File: config.mk
export PLATFORM = sky130hd
export DESIGN_NAME = uart_rx_8n1
export DESIGN_NICKNAME = d
export VERILOG_FILES = /design/src/rtl/uart_rx_8n1.sv
export SDC_FILE = /design/constraint.sdc
export NUM_CORES = 1
export LEC_CHECK = 0
export CORE_MARGIN = 2
export CORE_UTILIZATION = 40
export CTS_CLUSTER_DIAMETER = 40
export DETAILED_ROUTE_END_ITERATION = 8
export GPL_TIMING_DRIVEN = 0
export PLACE_DENSITY_LB_ADDON = 0.12
export SLEW_MARGIN = 20
export SYNTH_ARGS = -nofsm -noshare
export SYNTH_HDL_FRONTEND = slang
export SYNTH_SLANG_ARGS = --single-unit
File: constraint.sdc
create_clock -name clk -period 3.2 [get_ports clk]
set_input_delay 0.64 -clock clk [delete_from_list [all_inputs] [get_ports clk]]
set_output_delay 0.64 -clock clk [all_outputs]
set_load 0.03 [all_outputs]
File: src/rtl/uart_rx_8n1.sv
// 8N1 UART receiver: 16x oversampled, 2-of-3 majority vote at mid-bit, byte + one-cycle strobe.
// Optional macro UART_RX_PARITY_EN inserts an even-parity bit before the stop bit and adds parity_err.
module uart_rx_8n1 #(
    parameter int CLK_FREQ = 12000000,
    parameter int BAUD     = 9600,
    parameter int OVS      = 16,
    parameter int DIV      = CLK_FREQ / (BAUD * OVS)
) (
    input  logic       clk,
    input  logic       rst,
    input  logic       rx,
    output logic [7:0] rxbyte,
    output logic       rxvalid,
    output logic       frame_err,
    output logic       busy
`ifdef UART_RX_PARITY_EN
    ,
    output logic       parity_err
`endif
);

    localparam int DW = (DIV > 1) ? $clog2(DIV) : 1;
    localparam logic [DW-1:0] DIV_LAST = DW'(DIV - 1);

    typedef enum logic [2:0] {IDLE, START, DATA, PARITY, STOP, WAIT_HIGH} state_t;

    state_t        state;
    logic          rx_meta, rx_s, rx_s_d;
    logic [DW-1:0] div_cnt;
    logic [3:0]    os_cnt;
    logic [2:0]    bit_cnt;
    logic [1:0]    smp;
    logic [7:0]    shift;
`ifdef UART_RX_PARITY_EN
    logic          par_bad;
`endif

    logic       tick, fall, decide, maj;
    logic [3:0] os_nxt;

    assign tick   = (div_cnt == DIV_LAST);
    assign os_nxt = os_cnt + 4'd1;
    assign fall   = rx_s_d & ~rx_s;
    // Bit value is settled on the tick that advances os_cnt to 9; the third vote is the live rx_s.
    assign decide = tick && (os_nxt == 4'd9);
    assign maj    = (smp[0] & smp[1]) | (smp[0] & rx_s) | (smp[1] & rx_s);

    always_ff @(posedge clk or posedge rst) begin
        if (rst) begin
            state      <= IDLE;
            rx_meta    <= 1'b1;
            rx_s       <= 1'b1;
            rx_s_d     <= 1'b1;
            div_cnt    <= '0;
            os_cnt     <= '0;
            bit_cnt    <= '0;
            smp        <= '0;
            shift      <= '0;
            rxbyte     <= 8'h00;
            rxvalid    <= 1'b0;
            frame_err  <= 1'b0;
            busy       <= 1'b0;
`ifdef UART_RX_PARITY_EN
            par_bad    <= 1'b0;
            parity_err <= 1'b0;
`endif
        end else begin
            rx_meta   <= rx;
            rx_s      <= rx_meta;
            rx_s_d    <= rx_s;
            rxvalid   <= 1'b0;
            frame_err <= 1'b0;
`ifdef UART_RX_PARITY_EN
            parity_err <= 1'b0;
`endif
            div_cnt <= tick ? '0 : div_cnt + 1'b1;
            if (tick) begin
                os_cnt <= os_nxt;
                if (os_nxt == 4'd7) smp[0] <= rx_s;
                if (os_nxt == 4'd8) smp[1] <= rx_s;
            end

            case (state)
                IDLE: begin
                    // Restart the divider so bit timing is anchored to the start edge.
                    if (fall) begin
                        state   <= START;
                        busy    <= 1'b1;
                        div_cnt <= '0;
                        os_cnt  <= '0;
                    end
                end
                START: begin
                    if (decide) begin
                        if (maj) begin
                            state <= IDLE;
                            busy  <= 1'b0;
                        end else begin
                            state   <= DATA;
                            bit_cnt <= '0;
                        end
                    end
                end
                DATA: begin
                    if (decide) begin
                        shift   <= {maj, shift[7:1]};
                        bit_cnt <= bit_cnt + 3'd1;
`ifdef UART_RX_PARITY_EN
                        if (bit_cnt == 3'd7) state <= PARITY;
`else
                        if (bit_cnt == 3'd7) state <= STOP;
`endif
                    end
                end
`ifdef UART_RX_PARITY_EN
                PARITY: begin
                    if (decide) begin
                        par_bad <= ^{shift, maj};
                        state   <= STOP;
                    end
                end
`endif
                STOP: begin
                    // Leaving at mid-stop leaves half a bit to catch a back-to-back start edge.
                    if (decide) begin
                        if (maj) begin
                            state <= IDLE;
                            busy  <= 1'b0;
`ifdef UART_RX_PARITY_EN
                            if (par_bad) parity_err <= 1'b1;
                            else
`endif
                            begin
                                rxbyte  <= shift;
                                rxvalid <= 1'b1;
                            end
                        end else begin
                            frame_err <= 1'b1;
                            state     <= WAIT_HIGH;
                        end
                    end
                end
                WAIT_HIGH: begin
                    if (rx_s) begin
                        state <= IDLE;
                        busy  <= 1'b0;
                    end
                end
                default: begin
                    state <= IDLE;
                    busy  <= 1'b0;
                end
            endcase
        end
    end

endmodule
==> results.sh <==
export IMPL_dr_wl_met3_microns=113
export IMPL_cts_resized=0
export IMPL_grt_total_usage_pct=13.6
export IMPL_io_buffers=13
export IMPL_diodes=0
export IMPL_wirelength_mm=3.29
export IMPL_synth_seq_cells=41
export IMPL_tritoncts="built"
export IMPL_rows=25
export IMPL_die_h_microns=72.9
export IMPL_nets=192
export IMPL_r2r_cells=7
export IMPL_startpoint_type="flop"
export IMPL_finalMaxSlewViolations=0
export IMPL_syn_area_sq_um=1900
export IMPL_dp_hpwl_mm=2.37
export IMPL_period_share_pct=73.4
export IMPL_hold_depth=0
export IMPL_worst_pin_slew_ns=0.474
export IMPL_overflow=0
export IMPL_cp_max_fo=10
export IMPL_wl_per_cell_microns=13.9
export IMPL_leakage_nw=1.02
export IMPL_antenna_left=0
export IMPL_critPathArrivalTime_ns=2.52
export IMPL_synth_seq_area_share_pct=54.3
export IMPL_place_congestion=0.754
export IMPL_worstReg2RegStart="div_cnt[1]$_DFF_PP0_"
export IMPL_route_vias_total=1221
export IMPL_core_sq_um=4660
export IMPL_holdPathEnd="rx_s$_DFF_PP1_"
export IMPL_drt_first_pass_iters=4
export IMPL_rsz0062_at_grt="no"
export IMPL_drc_errors=0
export IMPL_cts_hold_buf=0
export IMPL_highest_layer="met4"
export IMPL_avgSynthCellArea_sq_um=11.9
export IMPL_postSynthNetCount=171
export IMPL_drt_iter0_markers=31
export IMPL_timing_hold_ws_ns=0.358
export IMPL_finalSetupViolCount=0
export IMPL_hold_viol=0
export IMPL_yosys_warnings=0
export IMPL_rrSetupSlack_ns=0.85
export IMPL_hp_class="reg -> reg"
export IMPL_hp_start="rx_meta$_DFF_PP1_"
export IMPL_cts_max_level=2
export IMPL_cts_sinks=41
export IMPL_viasPerCell=5.17
export IMPL_met1_length_mm=1.54
export IMPL_synth_cell_types=35
export IMPL_ir_drop_mv=0.346
export IMPL_path_clk_slew_ns=0.08
export IMPL_antenna_found_initial=0
export IMPL_cts_buffer_depth=2
export IMPL_drive_above_1_share_pct=20.9
export IMPL_start_util_pct=40.7
export IMPL_grt_pass1_wl_mm=5.58
export IMPL_syn2layout_area_growth_pct=17.8
export IMPL_path_class="reg -> reg"
export IMPL_die_width_microns=72.9
export IMPL_r2r_end="rxbyte[0]$_DFFE_PP0P_"
export IMPL_ioPinCount=14
export IMPL_maxSlewHeadroom_pct=68.3
export IMPL_fin_setup_tns_ns=0
export IMPL_p_per_area_nw_per_um2=542
export IMPL_wl_met2_mm=1.63
export IMPL_clk_latency_ns=0.29
export IMPL_fin_crit_ns=2.35
export IMPL_grt_pass1_vias=1235
export IMPL_cts_buffers=5
export IMPL_fin_skew_ns=0.00749
export IMPL_cap_violations=0
export IMPL_grt_max_degree=27
export IMPL_cp_end_kind="flop"
export IMPL_dp_cells=228
export IMPL_cts_root_buf="clkbuf_8"
export IMPL_max_freq_mhz=426
export IMPL_status="complete, no violations"
export IMPL_cts_setup_buffers=0
export IMPL_instances_no_fill=236
export IMPL_worstPathRequired_ns=3.38
export IMPL_dieArea_sq_um=5310
export IMPL_synthCells=160
==> layout by cell type (no fill, tap or decap), drive strengths merged <==
cell | netlist | layout
a211o | 1 | 1
a21oi | 10 | 10
a22o | 2 | 2
and3 | 2 | 2
buf | 1 | 2
bufinv | 0 | 1
clkbuf | 5 | 11
clkdlybuf4s50 | 0 | 13
clkinvlp | 0 | 1
dfrtp | 38 | 38
dfstp | 3 | 3
ha | 8 | 8
inv | 6 | 6
maj3 | 1 | 1
mux2 | 19 | 19
nand2 | 10 | 10
nand3 | 5 | 5
nand4 | 2 | 2
nand4b | 1 | 1
nor2 | 17 | 17
nor2b | 1 | 1
nor3 | 2 | 2
nor4 | 1 | 1
nor4b | 1 | 1
o211ai | 1 | 1
o21a | 1 | 1
o21ai | 4 | 4
o21bai | 2 | 2
o311ai | 1 | 1
or2 | 1 | 1
or3 | 2 | 2
or4 | 1 | 1
or4b | 1 | 1
xnor2 | 7 | 7
xor2 | 3 | 3
==> layout make-up <==
| type | instances | area [sq um] |
|---|---|---|
| clock buffer | 6 | 82.6 |
| sequential | 41 | 1030 |
| buffer | 6 | 23.8 |
| fill | 423 | 2430 |
| tap | 54 | 67.6 |
| timing repair buffer | 14 | 150 |
| inverter | 6 | 22.5 |
| multi-input combinational | 107 | 821 |
| clock inverter | 2 | 37.5 |
==> state kept, by name, summed over array words and instances (netlist names) <==
| name | cells |
|---|---|
| bit_cnt | 3 |
| busy | 1 |
| div_cnt | 7 |
| frame_err | 1 |
| os_cnt | 4 |
| rx_meta | 1 |
| rx_s | 1 |
| rx_s_d | 1 |
| rxbyte | 8 |
| rxvalid | 1 |
| shift | 8 |
| smp | 2 |
| state | 3 |
==> how the worst max path moves through the flow <==
stage / start / end / slack, ns / depth (start not counted)
3_3_place_gp: rst / bit_cnt[2]$_DFFE_PP0P_ / 0.77 / 2
6_report: div_cnt[1]$_DFF_PP0_ / rxbyte[0]$_DFFE_PP0P_ / 0.85 / 7
2_1_floorplan: div_cnt[1]$_DFF_PP0_ / rxbyte[0]$_DFFE_PP0P_ / 1.14 / 7
3_5_place_dp: div_cnt[1]$_DFF_PP0_ / rxbyte[0]$_DFFE_PP0P_ / 0.81 / 7
4_1_cts: div_cnt[1]$_DFF_PP0_ / rxbyte[0]$_DFFE_PP0P_ / 0.80 / 7
5_1_grt: div_cnt[1]$_DFF_PP0_ / rxbyte[0]$_DFFE_PP0P_ / 0.67 / 7
==> synthesized netlist by cell type (all sizes together) <==
library cell | n | share of area (%)
xor2 | 3 | 1.4
nand2 | 10 | 2.0
a22o | 2 | 0.92
nor3 | 2 | 1.1
clkbuf | 5 | 0.99
nor2 | 17 | 3.4
o211ai | 1 | 0.40
nand3 | 5 | 1.6
nand4b | 1 | 0.46
ha | 8 | 5.3
nand4 | 2 | 1.5
o21bai | 2 | 0.79
xnor2 | 7 | 3.2
inv | 6 | 1.2
nor4b | 1 | 0.46
a211o | 1 | 0.46
nor4 | 1 | 1.1
or4b | 1 | 0.53
dfrtp | 38 | 50
a21oi | 10 | 2.6
or3 | 2 | 0.66
dfstp | 3 | 4.2
or4 | 1 | 0.40
nor2b | 1 | 0.33
buf | 1 | 0.26
o21a | 1 | 0.40
o311ai | 1 | 0.46
and3 | 2 | 0.66
or2 | 1 | 0.33
maj3 | 1 | 0.53
o21ai | 4 | 1.1
mux2 | 19 | 11
==> where the power goes <==
part           leakage (nW)  switching [W]  internal (W)
combinational         0.423      0.0000811     0.0000701
clock                0.0574       0.000174      0.000254
sequential            0.538      0.0000632      0.000570
==> logic make-up (layout without fill, tap and decap cells) <==
group	Yosys count	count (layout)	share of synthesized area, %
simple gates	47	47	14.4
xor+xnor	10	10	4.62
flops	41	41	54.3
compound gates	22	22	7.12
mux	19	19	11.3
fa+ha+maj	9	9	5.80
buf+inv	12	34	2.44
==> per-stage QoR <==
stage | power, W | setup slack [ns] | utilization, % | cell area (sq um)
6_report | 0.00121 | 0.852 | 47.9 | 2230
5_1_grt | 0.00129 | 0.674 | 47.9 | 2230
4_1_cts | 0.00123 | 0.803 | 47.9 | 2230
3_5_place_dp | 0.000796 | 0.811 | 45.4 | 2110
3_3_place_gp | 0.000782 | 0.770 | 44.9 | 2090
2_1_floorplan | 0.000753 | 1.14 | - | 1900
==> critical path: stages, from the launching register on <==
cell	delay, ns
dfrtp_1	0.41
inv_1	0.06
ha_1	0.13
nand2_1	0.09
nor4_4	0.44
nand4_4	0.24
nor3_4	0.48
mux2_2	0.39
==> metal layers <==
layer,vias to the layer above,global-route usage (%)
li1,599,-
met1,603,18.4
met2,17,21.4
met3,2,4.14
met4,0,3.70
met5,-,0
Power figures use the tool's default switching activity.
